`src/rtl/hamming_pkg.sv`:
```
`default_nettype none
// ============================================================================
// Module      : hamming_pkg
// Description : Shared constants and types for the 16-bit Hamming decoder
//               (codeword layout, Hamming positions, parity-group masks).
// Revision    : 1.0 - initial release
// ============================================================================
package hamming_pkg;

    localparam int DATA_W = 16;
    localparam int CODE_W = 21;
    localparam int SYN_W  = 5;

    // Hamming position of d0..d15; parity bits occupy the powers of two
    localparam logic [SYN_W-1:0] DATA_POS [DATA_W] = '{
        5'd3,  5'd5,  5'd6,  5'd7,  5'd9,  5'd10, 5'd11, 5'd12,
        5'd13, 5'd14, 5'd15, 5'd17, 5'd18, 5'd19, 5'd20, 5'd21
    };

    // Data bits covered by p0..p4
    localparam logic [DATA_W-1:0] P_MASK [SYN_W] = '{
        16'hAD5B, 16'h366D, 16'hC78E, 16'h07F0, 16'hF800
    };

    typedef struct packed {
        logic [DATA_W-1:0] data;
        logic [SYN_W-1:0]  syndrome;
        logic              corrected;
        logic              uncorrectable;
    } dec_word_t;

endpackage
`default_nettype wire

```
`src/rtl/hamming_syndrome.sv`:
```
`default_nettype none
// ============================================================================
// Module      : hamming_syndrome
// Description : Combinational syndrome {s4..s0} of a 21-bit Hamming codeword.
// Revision    : 1.0 - initial release
// ============================================================================
module hamming_syndrome
    import hamming_pkg::*;
(
    input  logic [CODE_W-1:0] ham_in,
    output logic [SYN_W-1:0]  syndrome
);

    logic [DATA_W-1:0] w_data;

    assign w_data = ham_in[CODE_W-1:SYN_W];

    // pK sits at ham_in[4-K]
    for (genvar k = 0; k < SYN_W; k++) begin : g_syn
        assign syndrome[k] = (^(w_data & P_MASK[k])) ^ ham_in[SYN_W-1-k];
    end

endmodule
`default_nettype wire

```
`src/rtl/hamming_decoder.sv`:
```
`default_nettype none
// ============================================================================
// Module      : hamming_decoder
// Description : Two-stage valid/ready single-error-correcting decoder for
//               21-bit codewords, with saturating corrected/uncorrectable counts.
// Revision    : 1.0 - initial release
// ============================================================================
module hamming_decoder
    import hamming_pkg::*;
#(
    parameter int CNT_W = 16
) (
    input  logic              clk,
    input  logic              rst,
    input  logic              in_valid,
    output logic              in_ready,
    input  logic [CODE_W-1:0] ham_in,
    output logic              out_valid,
    input  logic              out_ready,
    output logic [DATA_W-1:0] data_out,
    output logic [SYN_W-1:0]  syndrome_out,
    output logic              corrected,
    output logic              uncorrectable,
    input  logic              clr_cnt,
    output logic [CNT_W-1:0]  corr_cnt,
    output logic [CNT_W-1:0]  unc_cnt
);

    logic              r_s1_valid;
    logic [DATA_W-1:0] r_s1_data;
    logic [SYN_W-1:0]  r_s1_syn;
    logic              r_out_valid;
    dec_word_t         r_out;
    logic [CNT_W-1:0]  r_corr_cnt;
    logic [CNT_W-1:0]  r_unc_cnt;

    logic [SYN_W-1:0]  w_syn;
    logic              w_s1_en;
    logic              w_s2_en;
    logic              w_xfer;
    dec_word_t         w_dec;

    hamming_syndrome u_syndrome (
        .ham_in   (ham_in),
        .syndrome (w_syn)
    );

    assign w_s2_en = !r_out_valid || out_ready;
    assign w_s1_en = !r_s1_valid || w_s2_en;
    assign w_xfer  = r_out_valid && out_ready;

    // Syndromes 1..21 all name a real bit; only data positions need a flip
    always_comb begin
        w_dec.data          = r_s1_data;
        w_dec.syndrome      = r_s1_syn;
        w_dec.uncorrectable = (r_s1_syn > SYN_W'(CODE_W));
        w_dec.corrected     = (r_s1_syn != '0) && (r_s1_syn <= SYN_W'(CODE_W));
        for (int i = 0; i < DATA_W; i++) begin
            if (r_s1_syn == DATA_POS[i]) begin
                w_dec.data[i] = ~r_s1_data[i];
            end
        end
    end

    always_ff @(posedge clk) begin
        if (rst) begin
            r_s1_valid  <= 1'b0;
            r_s1_data   <= '0;
            r_s1_syn    <= '0;
            r_out_valid <= 1'b0;
            r_out       <= '0;
        end else begin
            // Parity bits are dead once the syndrome is captured
            if (w_s1_en) begin
                r_s1_valid <= in_valid;
                if (in_valid) begin
                    r_s1_data <= ham_in[CODE_W-1:SYN_W];
                    r_s1_syn  <= w_syn;
                end
            end
            if (w_s2_en) begin
                r_out_valid <= r_s1_valid;
                if (r_s1_valid) begin
                    r_out <= w_dec;
                end
            end
        end
    end

    always_ff @(posedge clk) begin
        if (rst || clr_cnt) begin
            r_corr_cnt <= '0;
            r_unc_cnt  <= '0;
        end else begin
            if (w_xfer && r_out.corrected && (r_corr_cnt != '1)) begin
                r_corr_cnt <= r_corr_cnt + CNT_W'(1);
            end
            if (w_xfer && r_out.uncorrectable && (r_unc_cnt != '1)) begin
                r_unc_cnt <= r_unc_cnt + CNT_W'(1);
            end
        end
    end

    assign in_ready      = w_s1_en;
    assign out_valid     = r_out_valid;
    assign data_out      = r_out.data;
    assign syndrome_out  = r_out.syndrome;
    assign corrected     = r_out.corrected;
    assign uncorrectable = r_out.uncorrectable;
    assign corr_cnt      = r_corr_cnt;
    assign unc_cnt       = r_unc_cnt;

endmodule
`default_nettype wire

```
`config.mk`:
```
export PLATFORM = sky130hd
export DESIGN_NAME = hamming_decoder
export DESIGN_NICKNAME = d
export VERILOG_FILES = /design/src/rtl/hamming_pkg.sv /design/src/rtl/hamming_syndrome.sv /design/src/rtl/hamming_decoder.sv
export SDC_FILE = /design/constraint.sdc
export NUM_CORES = 1
export LEC_CHECK = 0
export CAP_MARGIN = 10
export CORE_ASPECT_RATIO = 1.2
export CORE_MARGIN = 2
export CORE_UTILIZATION = 51
export CTS_CLUSTER_SIZE = 28
export DETAILED_ROUTE_END_ITERATION = 7
export PLACE_DENSITY = 0.8
export SLEW_MARGIN = 20
export SYNTH_ARGS = -nofsm -noshare
export SYNTH_HDL_FRONTEND = slang
export SYNTH_SLANG_ARGS = --single-unit
```
`constraint.sdc`:
```
create_clock -name clk -period 2.3 [get_ports clk]
set_input_delay 0.46 -clock clk [delete_from_list [all_inputs] [get_ports clk]]
set_output_delay 0.46 -clock clk [all_outputs]
set_load 0.02 [all_outputs]
```
==> results_dict.tcl <==
set metrics [dict create \
    netlist_area_sq_um 3870 \
    wl_mm 9.17 \
    ctsResizeCount 0 \
    worstSetupEndpointType "output port" \
    core_area_sq_um 7320 \
    critPathLaunchType "input pin" \
    post-place-ws_ns 0.0196 \
    ys_types 46 \
    async_reset_ff_share_pct 0 \
    grt_max_degree 49 \
    path_clk_slew_ns 0.08 \
    via_per_inst 5.80 \
    hpwl_mm 6.66 \
    drtIter0Drc 116 \
    io-pin-count 83 \
    synthesis.nets 482 \
    synthFlopType "dfxtp_1" \
    area_delta_synth_final_pct 30.2 \
    timing.final.ws_setup_ns 0.0858 \
    ant_nets 0 \
    layout_common_cells "81 x clkdlybuf4s50_1, 78 x dfxtp_1, 74 x nand2_1, 46 x a21oi_1, 27 x xnor2_1" \
    ctsHoldBuffers 0 \
    place_area_sq_um 4830 \
    crit_type "input pin to output port" \
    fill_cells 615 \
    clockBufferDepth 2 \
    synthCells 454 \
    worstPathMaxFanout 5 \
    fin_util_pct 68.8 \
    cts_root_buf "clkbuf_8" \
    insertion_delay_ns 0.35 \
    vias 3651 \
    final_common_cell "clkdlybuf4s50_1" \
    fmax_mhz 452 \
    drive_gt1_share_pct 6.48 \
    antenna_found_initial 0 \
    cts_tree "built" \
    hp-class "register to register" \
    avgSynthCellArea_sq_um 8.52 \
    rows 34 \
    worstPathRequired_ns 1.84 \
    fin_crit_sh_pct 96.3 \
    die_h_um 99.4 \
    tightest_slew_ns 0.736 \
    route.detailed.drc 0 \
    overflow 0 \
    slew-limit-headroom_pct 51.0 \
    cp-startpoint "out_ready" \
    ys_seq_area_share_pct 40.4 \
    grt_pass1_wl_mm 15.3 \
    cts_inserted_buffers 9 \
    hp-start "syndrome_out[0]$_SDFFE_PP0P_" \
    fin_crit_ns 2.21 \
    status "complete, no violations" \
    nets 564 \
    die_width_um 83.5 \
    htree_levels 3 \
    track_usage_pct 22.4 \
    irDropWorstVdd_v 0.000438 \
    diodes 0 \
    final_area_sq_um 5040 \
    synth_warnings 0 \
    synth_seq_cells 78 \
    portBuffers 82 \
    finalSetupTns_ns 0 \
    p_leak_nw 1.66 \
    wl_per_cell_um 14.6 \
    drtPass1Iterations 5 \
    grt_pass1_vias 3363 \
    maxSlewViolCount 0 \
    maxCapViolCount 0 \
    synth_edf_count 0 \
    setup_viol_count_final 0 \
    cp.arrival_ns 1.75 \
    clock_sinks 78 \
    final-hold-violation-count 0 \
    dieArea_sq_um 8300 \
    r2r_start "corr_cnt[0]$_SDFFE_PP0P_" \
    rsz0062_at_grt "no" \
    post-cts-setup-buffers 0 \
    place_congestion 0.787 \
    start_util_pct 52.9 \
    p_per_area_nw_per_um2 605 \
    finClkSkew_ns 0.00693 \
]
[critical path: stages]
cell and delay (ns):
clkdlybuf4s50_1 0.52, nand3b_1 0.15, clkdlybuf4s50_1 0.62
[per-stage QoR]
step	total power, mW	instances	hold slack [ns]
after floorplan	1.80	454	0.448
after global placement	1.97	615	0.447
after detailed placement	1.98	615	0.453
after CTS	3.07	630	0.465
after global routing	3.18	630	0.492
final	3.05	630	0.463
[sequential cells by signal, summed over array words and instances (netlist names)]
register       count
uncorrectable      1
syndrome_out       5
r_s1_valid         1
unc_cnt           16
out_valid          1
r_s1_syn           5
data_out          16
r_s1_data         16
corrected          1
corr_cnt          16
[routing by layer]
metal	GRT usage, %	vias up	wire (um)
met5	0	-	0
met4	8.31	0	170
met3	5.89	19	401
met2	40.3	100	4700
met1	25.5	1725	3900
li1	-	1807	-
[cells in the mapped netlist, drive strengths merged, types with 7 or more instances]
library cell  instances  share of area, %
a211oi               21               4.1
a21oi                46               6.0
and3                  7               1.1
buf                   9               1.1
clkbuf               16               1.6
dfxtp                78                40
mux2i                 8               2.1
nand2                74               7.2
nand3                20               2.8
nand4                 7               1.3
nor2                 24               2.3
o31ai                12               2.3
or3                   9               1.5
or4                  15               2.9
xnor2                27               6.1
xor2                 12               2.7
[cell type report]
type                    count  area (sq um)  share of cell area, %
multi-input cells         345          2180                   43.3
flip-flops and latches     78          1560                   31.0
repair buffers             96           946                   18.8
clock buffers               9           124                   2.46
well taps                  90           113                   2.24
clock inverters             6          87.6                   1.74
inverters                   6          22.5                  0.447
[worst paths after layout]
path | depth (start not counted) | to | slack (ns)
worst min-delay path | 2 | syndrome_out[0]$_SDFFE_PP0P_ | 0.46
worst max register to register | 5 | corr_cnt[12]$_SDFFE_PP0P_ | 0.44
worst max-delay path | 3 | in_ready | 0.09
worst min register to register | 2 | syndrome_out[0]$_SDFFE_PP0P_ | 0.46
[report_power, final]
group	internal (mW)	switching (mW)
registers	1.41	0.0718
clock network	0.602	0.499
logic	0.242	0.225
total	2.25	0.796
[cell families (layout without fill, tap and decap cells)]
logic type	count (synthesis)	in the layout	synth area share (%)
buf+inv	31	117	3.20
fa+ha+maj	2	2	0.647
flops	78	78	40.4
xor+xnor	43	43	11.2
compound gates	98	98	16.2
mux	8	8	2.07
simple gates	194	194	26.4
(Power assumes the default switching activity.)
